$ cat src/rtl/crc_stream_engine.sv
// Bit-serial MSB-first CRC engine over a stream of DATA_W-bit words, one bit per clock.
// Optional expected-CRC compare port enabled by defining CRC_STREAM_CHECK_EN.
module crc_stream_engine #(
    parameter int                 CRC_W  = 5,
    parameter logic [CRC_W-1:0]   POLY   = 5'b00011,
    parameter int                 DATA_W = 32,
    parameter logic [CRC_W-1:0]   INIT   = '0,
    parameter logic [CRC_W-1:0]   XOROUT = '0
) (
    input  logic              clk,
    input  logic              rst_n,
    input  logic              abort,
    input  logic [DATA_W-1:0] in_data,
    input  logic              in_valid,
    input  logic              in_last,
    output logic              in_ready,
    output logic [CRC_W-1:0]  crc_out,
    output logic              crc_valid,
    input  logic              crc_ready,
`ifdef CRC_STREAM_CHECK_EN
    input  logic [CRC_W-1:0]  exp_crc,
    output logic              crc_ok,
`endif
    output logic              busy
);
    localparam int CNT_W = (DATA_W > 1) ? $clog2(DATA_W) : 1;

    typedef enum logic [1:0] {IDLE, SHIFT, WAIT, DONE} state_t;

    state_t              state_q, state_d;
    logic [CRC_W-1:0]    crc_q, crc_d;
    logic [DATA_W-1:0]   sreg_q, sreg_d;
    logic [CNT_W-1:0]    cnt_q, cnt_d;
    logic                last_q, last_d;
    logic                fb;

    assign in_ready  = (state_q == IDLE) || (state_q == WAIT);
    assign busy      = (state_q != IDLE);
    assign crc_valid = (state_q == DONE);
    // Outside DONE the output is pinned so partial CRCs are never visible.
    assign crc_out   = crc_valid ? (crc_q ^ XOROUT) : (INIT ^ XOROUT);
    assign fb        = crc_q[CRC_W-1] ^ sreg_q[DATA_W-1];

    always_comb begin
        state_d = state_q;
        crc_d   = crc_q;
        sreg_d  = sreg_q;
        cnt_d   = cnt_q;
        last_d  = last_q;
        case (state_q)
            IDLE, WAIT: begin
                if (in_valid) begin
                    if (state_q == IDLE) crc_d = INIT;
                    sreg_d  = in_data;
                    cnt_d   = CNT_W'(DATA_W - 1);
                    last_d  = in_last;
                    state_d = SHIFT;
                end
            end
            SHIFT: begin
                crc_d  = {crc_q[CRC_W-2:0], 1'b0} ^ (fb ? POLY : '0);
                sreg_d = sreg_q << 1;
                if (cnt_q == '0) state_d = last_q ? DONE : WAIT;
                else             cnt_d   = cnt_q - 1'b1;
            end
            DONE: begin
                if (crc_ready) begin
                    state_d = IDLE;
                    crc_d   = INIT;
                end
            end
            default: state_d = IDLE;
        endcase
        if (abort) begin
            state_d = IDLE;
            crc_d   = INIT;
            cnt_d   = '0;
        end
    end

    always_ff @(posedge clk or negedge rst_n) begin
        if (!rst_n) begin
            state_q <= IDLE;
            crc_q   <= INIT;
            sreg_q  <= '0;
            cnt_q   <= '0;
            last_q  <= 1'b0;
        end else begin
            state_q <= state_d;
            crc_q   <= crc_d;
            sreg_q  <= sreg_d;
            cnt_q   <= cnt_d;
            last_q  <= last_d;
        end
    end

`ifdef CRC_STREAM_CHECK_EN
    logic [CRC_W-1:0] exp_q, exp_d;

    always_comb begin
        exp_d = exp_q;
        if (in_ready && in_valid && in_last && !abort) exp_d = exp_crc;
    end

    always_ff @(posedge clk or negedge rst_n) begin
        if (!rst_n) exp_q <= '0;
        else        exp_q <= exp_d;
    end

    assign crc_ok = crc_valid && (crc_out == exp_q);
`endif
endmodule

$ cat config.mk
export PLATFORM = sky130hd
export DESIGN_NAME = crc_stream_engine
export DESIGN_NICKNAME = d
export VERILOG_FILES = /design/src/rtl/crc_stream_engine.sv
export SDC_FILE = /design/constraint.sdc
export NUM_CORES = 1
export LEC_CHECK = 0
export ABC_AREA = 1
export CORE_ASPECT_RATIO = 0.75
export CORE_MARGIN = 5
export CORE_UTILIZATION = 35
export DETAILED_ROUTE_END_ITERATION = 16
export MAX_ROUTING_LAYER = met4
export PLACE_DENSITY = 0.68
export SLEW_MARGIN = 20
export SYNTH_ARGS = -nofsm -noshare
export SYNTH_HDL_FRONTEND = slang
export SYNTH_SLANG_ARGS = --single-unit
$ cat constraint.sdc
create_clock -name clk -period 1.22 [get_ports clk]
set_input_delay 0.122 -clock clk [delete_from_list [all_inputs] [get_ports clk]]
set_output_delay 0.122 -clock clk [all_outputs]
set_load 0.01 [all_outputs]
==> results.txt, run 1 <==
* Count of placed standard cells in the final layout, fillers left out: 397
* Proportion of power drawn by the clock network: 12.0%
* Clk_lat worst skew: 0.29 ns
- Setup repair after global routing could not meet its margin everywhere.
* Die Footprint: 7730 sq um
- Setup ws final: -0.113 ns
* Sequential cell area fraction in the yosys report: 53.1%
* Post-synth design cell area: 2120 sq um
* Leakage: 1.51 nW
- Synthesis inferred 45 register bits.
- For the pin with the worst max-slew slack, the measured transition is 0.244 ns.
- Average routed wire per standard cell: 14.3 um
* Nets: 357
- Minimum clock period: 1.33 ns
* Series of cell instances along the critical path: buf_6 -> buf_6 -> nand2_8 -> nand2_8 -> clkbuf_16 -> o221ai_2
- The detailed router finished its first iteration with 58 violations.
* Port Buf Inserts: 45
- Switching part of the total: 40.9%
* Post-detailed-placement cell area: 2810 sq um
* Synthesized instance count: 244
* First-pass GRT wire length: 8.60 mm
* R2R setup slack: -0.11 ns
- Dividing total power by cell area gives a power density of 2380 nW/um^2.
- Total negative slack: -2.16 ns
- TritonCTS built the clock tree.
* Share of the clock period used by the worst path: 109%
- Ports: 46
* Most area-consuming cells after synthesis: sky130_fd_sc_hd__dfrtp_1 (53%), sky130_fd_sc_hd__o221ai_1 (12%), sky130_fd_sc_hd__nand2_1 (11%)
* Residual overflow from global routing: 0
- Die X: 99.9 um
- The critical path in this run is classified as reg -> reg.
- After synthesis, the mean cell area works out to 8.69 sq um.
- Effective utilization at floorplan: 36.2%
* Total placed cells including tap cells: 378
* Portion of synthesized cell area occupied by the leading cell type: 53.1%
- Placer congestion estimate: 0.764
* Number of buffers created by CTS: 5
* Htree depth: 2
- The hold violation total from the final report was 0.
- Core Rows: 24
- Vertical die dimension: 77.4 um
- Detailed placement finished with a half-perimeter wire length of 3.38 mm.
- Antenna diode instance count: 0
* Critical path data arrival time: 1.53 ns
* Buf/Inv on CP: 3
- Num Clock Sinks: 45
* Net switching power: 3.29 mW
- Violated checks: negative setup slack
- CP peak stage delay: 0.44 ns
* Relative slew margins: 83.8%
- Data on the critical path is required at its endpoint by 1.42 ns.
* Cell type of the slowest stage on the worst timing path: sky130_fd_sc_hd__dfrtp_1
- Number of different library cells in the post-synthesis netlist: 18
* Count of maximum capacitance violations: 0
- Max-slew violations: 0
* Total routing resource utilization after global routing: 14.1%
* ANT nets after route: 0
- Cell family with the largest share of critical-path delay: buffers and inverters
- In this run, the combinational gates consume 57.5% of the power.
- In this run the worst hold path is classified as in -> async.
* Ratio of cells with drive above 1 in the final layout: 31.3%
- Number of antenna violations at the first check in global routing: 0
- After floorplanning, the core was sized to cover 5860 sq um.
* Result of the run: finished, violations left
- Post-DR vias/cell: 4.81
* Crit-path max FO: 7
- Startpoint types: flip-flop
- Pin count of the biggest net entering global routing: 46
- Setup violations remaining at the end of the flow were counted as 45.
- The pre-antenna-repair detailed-routing pass consisted of 4 iterations.
* Max Root-Sink Buffers: 2
- The via count of the first global-routing pass is 1855.
- Fmax: 750 MHz
* Net count of the mapped netlist: 283
- IR analysis of the VDD net gives a maximum drop of 898 uV.
- Root cell of the clock tree: sky130_fd_sc_hd__clkbuf_8
- Of the total power, registers draw 30.5%.
* Power Internal: 4.76 mW
* Area added between synthesis and finish: 59.8%
* Post-layout instance area: 3390 sq um
* Via count: 1909
* Final wirelength: 5.68 mm
* DRC violation count after routing: 0
- Clock-pin slew reported for the worst setup and hold paths after clock tree synthesis: 0.09 ns
- Across the routed clock network, the largest skew measured is 0.00281 ns.
- For this run, the number of Yosys warnings is 0.
- The worst setup path is captured at a flip-flop.
- Top cell type by total area after synthesis: sky130_fd_sc_hd__dfrtp_1
[worst min-delay path, stage by stage]
cell and delay [ns]:
sky130_fd_sc_hd__dlygate4sd3_1 0.52, sky130_fd_sc_hd__buf_2 0.12, sky130_fd_sc_hd__buf_12 0.24
[final cells by class]
type	count	area, sq um
Clock inverter	2	13.8
Sequential cell	45	1130
Fill cell	497	2470
Tap cell	78	97.6
Multi-Input combinational cell	143	1070
Inverter	47	201
Clock buffer	6	82.6
Timing Repair Buffer	76	796
[stage by stage]
step	power [mW]	util (%)	setup WS, ns	hold WS [ns]
3_5_place_dp	5.35	47.9	-0.129	0.123
4_1_cts	6.99	52.6	-0.0548	0.340
5_1_grt	8.58	57.9	-0.136	0.369
2_1_floorplan	4.32	-	0.0264	-0.174
6_report	8.05	57.9	-0.113	0.331
3_3_place_gp	5.27	47.9	-0.103	0.118
[path summary, 6_finish.rpt]
| check | cells past startpoint | start | to |
|---|---|---|---|
| setup / recovery | 6 | state_q[0]$_DFFE_PN0P_ | sreg_q[6]$_DFFE_PN0P_ |
| hold / removal | 3 | rst_n | sreg_q[13]$_DFFE_PN0P_ |
| setup reg to reg | 6 | state_q[0]$_DFFE_PN0P_ | sreg_q[6]$_DFFE_PN0P_ |
| hold reg to reg | 2 | last_q$_DFFE_PN0P_ | last_q$_DFFE_PN0P_ |
| max in group asynchronous | 3 | rst_n | cnt_q[2]$_DFFE_PN0P_ |
| min in group clk | 3 | in_data[0] | sreg_q[0]$_DFFE_PN0P_ |
[layer usage]
layer	up-vias	GRT usage, %	part of all wire [%]
li1	951	-	-
met5	-	-	0
met4	0	3.68	0.70
met1	929	19.7	48
met3	2	2.96	2.4
met2	27	21.0	49
[cell usage in the layout (no fill, tap or decap), drive strengths merged]
master         count
nor2              12
ha                 1
dlygate4sd3        1
clkdlybuf4s50     36
o221ai            28
o21ai              5
clkinv             2
xnor2              2
nand2             69
nand3             20
nand2b             1
clkbuf             9
dfrtp             45
inv               47
o211ai             3
buf               36
a21oi              2
[flip-flops by register name, summed over array words and instances, names as in the netlist]
name	count
cnt_q	5
crc_q	5
last_q	1
sreg_q	32
state_q	2
[logic make-up (layout without fill, tap and decap cells)]
logic type / after synthesis / count (layout) / synth area share (%)
flops: 45 / 45 / 53.1
buf+inv: 56 / 131 / 10.4
fa+ha+maj: 1 / 1 / 0.590
xor+xnor: 2 / 2 / 0.826
simple gates: 102 / 102 / 20.8
compound gates: 38 / 38 / 14.3
[cell usage after synthesis]
master / number
sky130_fd_sc_hd__a21oi_1: 2
sky130_fd_sc_hd__buf_2: 9
sky130_fd_sc_hd__dfrtp_1: 45
sky130_fd_sc_hd__ha_1: 1
sky130_fd_sc_hd__inv_1: 40
sky130_fd_sc_hd__inv_2: 7
sky130_fd_sc_hd__nand2_1: 63
sky130_fd_sc_hd__nand2_2: 5
sky130_fd_sc_hd__nand2_4: 1
sky130_fd_sc_hd__nand2b_1: 1
sky130_fd_sc_hd__nand3_1: 20
sky130_fd_sc_hd__nor2_1: 10
sky130_fd_sc_hd__nor2_2: 1
sky130_fd_sc_hd__nor2_4: 1
sky130_fd_sc_hd__o211ai_1: 3
sky130_fd_sc_hd__o21ai_1: 5
sky130_fd_sc_hd__o221ai_1: 28
sky130_fd_sc_hd__xnor2_1: 2
[power groups by stage]
stage | sequential (mW) | clock (mW) | combinational (mW)
floorplan | 2.42 | 0 | 1.90
global placement | 2.45 | 0 | 2.82
detailed placement | 2.47 | 0 | 2.88
CTS | 2.43 | 0.979 | 3.58
global route | 2.52 | 1.04 | 5.02
finish | 2.46 | 0.965 | 4.63
[repair_timing]
action                                  CTS  global route
pin swaps                                 5             6
hold endpoints to repair                 45             0
cloned                                    1             3
hold buffers                              1             0
resized for setup                        62            44
endpoints found under the setup margin   13            51
setup buffers                             5             1
(Power assumes the default switching activity.)
==> run 2, diff against run 1 <==
MAX_ROUTING_LAYER = default   (was met4)
==> run 2 against run 1 <==
The flow still finishes with violations (negative setup slack). Flip-flop and latch count is the same. Critical path depth did not move. Sequential share of layout area unchanged. Core utilization is the same. Die area stayed put. First-iteration DRC count is 12% higher. Worst setup slack worse by 0.0024 ns. Global-route usage down 0.40 points. Critical path type unchanged. Critical endpoint unchanged.
==> results.txt, run 2 (synthesis gave the netlist of run 1 again) <==
* Placer congestion estimate: 0.754
- The H-tree was split into 2 levels.
- The clock net in this run drives a total of 45 sinks.
- Setup repair after global routing could not meet its margin everywhere.
- For this configuration, the core starts out at a cell density of 36.2%.
- Core Rows: 24
- Share of the clock period used by the worst path: 109%
- Area taken by flip-flops and latches: 1130 sq um
* Count of fill cells added during filler insertion: 497
- The floorplan step defined a die boundary enclosing 7730 sq um.
- The multi-input combinational cells in the finished layout cover a total of 1070 sq um.
* ANT nets after route: 0
- Ratio of cells with drive above 1 in the final layout: 31.3%
* Total placed cells including tap cells: 378
- The flow ran to the end, but the final reports show violations.
* Ports: 46
- After routing the design area is 3390 sq um.
* Most frequent standard cell in the layout excluding fill and tap cells: sky130_fd_sc_hd__nand2_1
- The total overflow left after global routing is 0.
- TritonCTS built the clock tree.
- Violated checks: negative setup slack
- Measured on the finished design, the core utilization comes to 57.9%.
* Die X: 99.9 um
- The max-slew violation count came to 0.
- Setup ws final: -0.116 ns
- The HPWL after detailed placement is 3.38 mm.
* Minimum clock period: 1.34 ns
- Number of buffers created by CTS: 5
* Total negative slack: -2.16 ns
* Critical path data arrival time: 1.54 ns
- Across the run, the number of max-cap violations was 0.
- Number of DRC markers after the initial detailed-route iteration: 65
- Std-Cell Core Area: 5860 sq um
* Via count: 1907
- Clk_lat worst skew: 0.29 ns
- For this design the static power due to leakage is 1.51 nW.
- Number of flip-flops under the largest register name: 32
- Setup slack after placement: -0.129 ns
- Category of the worst setup path capture point: flip-flop
- Post-detailed-placement cell area: 2810 sq um
- Relative slew margins: 84.2%
- Length of the first detailed-routing pass in iterations: 4
- The count of buffers added on input and output ports is 45.
- STA puts the critical path data required time at 1.42 ns.
* Root cell of the clock tree: sky130_fd_sc_hd__clkbuf_8
- Number of antenna violations at the first check in global routing: 0
- Clock-pin slew reported for the worst setup and hold paths after clock tree synthesis: 0.08 ns
* Crit-path max FO: 7
- The path class of the tightest hold or removal check is in -> async.
* Total routing resource utilization after global routing: 13.7%
* Pin count of the biggest net entering global routing: 46
* Post-layout total power: 8.05 mW
* Average routed wire per standard cell: 14.2 um
- Setup violations remaining at the end of the flow were counted as 45.
- Via count of the first global-routing pass: 1848
* Nets: 357
- In the layout the commonest cells are sky130_fd_sc_hd__nand2_1 (61), sky130_fd_sc_hd__dfrtp_1 (45), sky130_fd_sc_hd__inv_1 (39), sky130_fd_sc_hd__clkdlybuf4s50_1 (36), sky130_fd_sc_hd__o221ai_2 (24).
* Count of placed standard cells in the final layout, fillers left out: 397
- Vertical die dimension: 77.4 um
* Top flop regs: sreg_q (32), cnt_q (5), crc_q (5)
- For this design the ratio of total power to cell area is 2380 nW/um^2.
- DRC violation count after routing: 0
- Max Root-Sink Buffers: 2
- The first global-routing pass estimated 8.61 mm of wire.
- Area added between synthesis and finish: 59.8%
* Register name with the most flops: sreg_q
- Antenna diode instance count: 0
- Timing would allow up to 749 MHz.
* Number of hold violations in the final report: 0
* Startpoint types: flip-flop
- Hold timing on the final database bottoms out at a slack of 0.329 ns.
- For the pin with the worst max-slew slack, the measured transition is 0.236 ns.
- Worst vdd rail ir drop: 897 uV
- Summed over all layers, the routed wires come to 5.66 mm.
- Worst clock skew: 0.00272 ns
- In the routed layout, each cell is associated on average with a via count of 4.80.
- Measured in cells, the most critical reg-to-reg path has a length of 6.
- Setup CP Type: reg -> reg
run 2: per-layer routing:
layer	GRT usage [%]	part of all wire, %
met4	3.68	0.46
met5	0	0
met1	19.5	47
met3	3.32	2.9
met2	20.9	49
run 2: layout make-up:
cell class / instances / share of cell area (%)
inverter: 47 / 5.94
tap: 78 / 2.88
clock inverter: 2 / 0.406
clock buffer: 6 / 2.44
timing repair buffer: 76 / 23.5
sequential: 45 / 33.2
multi-input combinational: 143 / 31.6
run 2: path summary, 6_finish.rpt:
check                                  startpoint                      to  slack, ns
hold / removal                              rst_n  sreg_q[13]$_DFFE_PN0P_       0.33
min in group clk                       in_data[0]   sreg_q[0]$_DFFE_PN0P_       0.39
max in group asynchronous                   rst_n  sreg_q[27]$_DFFE_PN0P_       0.68
setup reg to reg           state_q[0]$_DFFE_PN0P_   sreg_q[6]$_DFFE_PN0P_      -0.12
setup / recovery           state_q[0]$_DFFE_PN0P_   sreg_q[6]$_DFFE_PN0P_      -0.12
hold reg to reg                last_q$_DFFE_PN0P_      last_q$_DFFE_PN0P_       0.49
run 2: worst max-delay path, stage by stage, from the launching register on:
cell and delay (ns):
sky130_fd_sc_hd__dfrtp_1 0.44, sky130_fd_sc_hd__buf_6 0.15, sky130_fd_sc_hd__buf_6 0.12, sky130_fd_sc_hd__nand2_8 0.10, sky130_fd_sc_hd__nand2_8 0.09, sky130_fd_sc_hd__clkbuf_16 0.18, sky130_fd_sc_hd__o221ai_2 0.16
run 2: what timing repair did:
| item | 4_1_cts | 5_1_grt |
|---|---|---|
| hold buffers | 1 | 0 |
| endpoints found under the hold margin | 45 | 0 |
| pin swaps | 5 | 6 |
| setup endpoints to repair | 13 | 51 |
| gates cloned | 1 | 3 |
| setup buffers | 5 | 1 |
| resized for setup | 62 | 44 |
run 2: power by group:
group	internal [mW]	total [mW]	switching (mW)
logic	2.13	4.63	2.50
clock network	0.460	0.964	0.504
registers	2.18	2.46	0.283
total	4.76	8.05	3.29
==> run 3, diff against run 2 <==
--- a/constraint.sdc
+++ b/constraint.sdc
@@ -3,2 +3,2 @@
 set_output_delay 0.122 -clock clk [all_outputs]
-set_load 0.01 [all_outputs]
+set_load 0.005 [all_outputs]
==> run 3 against run 2 <==
The run still ends with negative setup slack left. Critical endpoint is now cnt_q[1]$_DFFE_PN0P_. Hold slack got worse by 0.024 ns. Cell area increased by 8.0%. Global-route usage increased by 4.6 points. Core utilization increased by 4.6 points. Worst setup slack got worse by 0.081 ns. Maximum frequency decreased by 5.7%. Clock power decreased by 3.2%. Wire length increased by 22%. Final cell count increased by 2.3%. Via count increased by 8.1%. Highest routed layer unchanged.
==> results.txt, run 3 (synthesis gave the netlist of run 1 again) <==
* Leakage: 1.62 nW
- Once layout is complete, the cells apart from fillers number 406.
- Setup violations remaining at the end of the flow were counted as 51.
- IR analysis of the VDD net gives a maximum drop of 1220 uV.
- In this run the worst hold path is classified as in -> async.
- Vertical die dimension: 77.4 um
- Setup slack on the critical path of the routed design comes to -0.197 ns.
* Startpoint types: flip-flop
* Max-slew violations: 0
- Clock latency on the worst-skew pair, taken at its later pin, is 0.32 ns.
* Via count: 2062
- For this run, the total global-route usage over all layers was measured as 18.3%.
- Setup CP Type: reg -> reg
- Leaving out fill and tap cells, the most frequent cells in the layout are sky130_fd_sc_hd__nand2_1 (54), sky130_fd_sc_hd__dfrtp_1 (45), sky130_fd_sc_hd__inv_1 (38), sky130_fd_sc_hd__clkdlybuf4s50_1 (36), sky130_fd_sc_hd__o221ai_2 (22).
* Ratio of cells with drive above 1 in the final layout: 39.0%
- In the global route stage, met2 resource usage came out at 30.2%.
- Relative slew margins: 78.3%
- The initial antenna violation count came to 0.
- Minimum clock period: 1.42 ns
- After global routing the overflow that remains totals 0.
* Share of the clock period used by the worst path: 116%
- Worst clock skew: 0.0106 ns
- Placer congestion estimate: 0.780
- The H-tree was split into 2 levels.
* Worst Tran Pin Value: 0.325 ns
- After detailed routing, the average wire length per cell comes to 17.1 um.
- ANT nets after route: 0
* Result of the run: finished, violations left
- First-pass GRT wire length: 11.3 mm
* Met3 GRT Util: 4.39%
- Count of fill cells added during filler insertion: 433
- Violated checks: negative setup slack
- The floorplan has 24 rows.
* Via count of the first global-routing pass: 2246
- Pin count of the biggest net entering global routing: 46
- Clock tree from TritonCTS: yes
- Including well taps, the total number of placed cells is 379.
* Die Footprint: 7730 sq um
- Number of DRC markers after the initial detailed-route iteration: 130
* Count of maximum capacitance violations: 0
* Root cell of the clock tree: sky130_fd_sc_hd__clkbuf_8
* Antenna diode instance count: 0
- Number of flip-flops under the largest register name: 32
* Length of the first detailed-routing pass in iterations: 4
- On the final layout, the worst hold slack is 0.305 ns.
* Clock-pin slew reported for the worst setup and hold paths after clock tree synthesis: 0.09 ns
- For the worst setup path, the data arrival time is 1.68 ns.
* Std-Cell Core Area: 5860 sq um
- Fmax: 706 MHz
* Routing layer with the top usage in global route: met2
- Effective utilization at floorplan: 36.2%
* Max Root-Sink Buffers: 2
* Worst endpoint required time: 1.48 ns
- More flip-flops sit in one register than any other, and that register is sreg_q.
- In this run the power density over the cells is 2510 nW/um^2.
* Port Buf Inserts: 45
* Num Clock Sinks: 45
- HPWL Detailed: 3.38 mm
* Setup slack after placement: -0.181 ns
- Nets: 366
- Number of hold violations in the final report: 0
- Met1 track demand over resource in global routing: 24.3%
* DRC violation count after routing: 0
* Post-DR vias/cell: 5.08
- The largest registers in the layout are sreg_q (32), cnt_q (5), crc_q (5).
- Area added between synthesis and finish: 72.6%
* Ports: 46
- Final wirelength: 6.93 mm
- From left edge to right edge, the die measures 99.9 um.
* Most frequent standard cell in the layout excluding fill and tap cells: sky130_fd_sc_hd__nand2_1
- Buffers inserted during clock tree synthesis total 5.
- Category of the worst setup path capture point: flip-flop
- End-of-flow core utilization: 62.5%
* Setup repair after global routing missed its margin: yes
- Of all nets on the critical path, the largest fanout is 7.
## run 3: final cells by class
type	count	area, sq um	share of cell area, %
Multi-Input combinational cell	143	1220	33.4
Clock inverter	2	10.0	0.273
Clock buffer	6	72.6	1.98
Inverter	47	206	5.64
Tap cell	78	97.6	2.67
Timing Repair Buffer	85	927	25.3
Sequential cell	45	1130	30.8
## run 3: repair_timing
item                                   CTS  global route
endpoints found under the hold margin   45             0
setup endpoints to repair               35            52
cloned                                   6             0
setup buffers                           12             2
hold buffers                             1             0
pin swaps                               14             6
gates resized for setup                119            32
## run 3: path summary, 6_finish.rpt
check / startpoint / endpoint / slack [ns] / cells after the start
max: state_q[1]$_DFFE_PN0P_ / cnt_q[1]$_DFFE_PN0P_ / -0.20 / 9
min: rst_n / sreg_q[11]$_DFFE_PN0P_ / 0.31 / 3
max reg2reg: state_q[1]$_DFFE_PN0P_ / cnt_q[1]$_DFFE_PN0P_ / -0.20 / 9
min reg2reg: crc_q[2]$_DFFE_PN0P_ / crc_q[2]$_DFFE_PN0P_ / 0.50 / 2
max in group asynchronous: rst_n / cnt_q[0]$_DFFE_PN0P_ / 0.69 / 3
min in group clk: in_data[4] / sreg_q[4]$_DFFE_PN0P_ / 0.38 / 3
## run 3: per-layer routing
layer / vias up / share of wire, %
met5: - / 0
met4: 0 / 2.4
met3: 15 / 4.0
met2: 50 / 50
met1: 1020 / 43
li1: 977 / -
## run 3: through the flow
stage | area (sq um) | total power [mW] | setup TNS [ns]
floorplan | 2120 | 4.30 | 0
global placement | 2810 | 5.28 | -3.31
detailed placement | 2810 | 5.35 | -3.87
CTS | 3550 | 8.61 | -3.36
global route | 3660 | 9.77 | -7.97
finish | 3660 | 9.20 | -5.45
## run 3: power by group
| part | internal [mW] | switching [mW] |
|---|---|---|
| registers | 2.18 | 0.291 |
| clock network | 0.398 | 0.535 |
| logic | 2.73 | 3.06 |
## run 3: worst max-delay path, cell delays in order, from the launching register on
cell	delay, ns
sky130_fd_sc_hd__dfrtp_1	0.44
sky130_fd_sc_hd__buf_6	0.15
sky130_fd_sc_hd__inv_8	0.06
sky130_fd_sc_hd__nand2_8	0.07
sky130_fd_sc_hd__buf_4	0.15
sky130_fd_sc_hd__inv_6	0.09
sky130_fd_sc_hd__nand2_8	0.07
sky130_fd_sc_hd__nand2_4	0.11
sky130_fd_sc_hd__nand3_1	0.12
sky130_fd_sc_hd__nand2_1	0.09
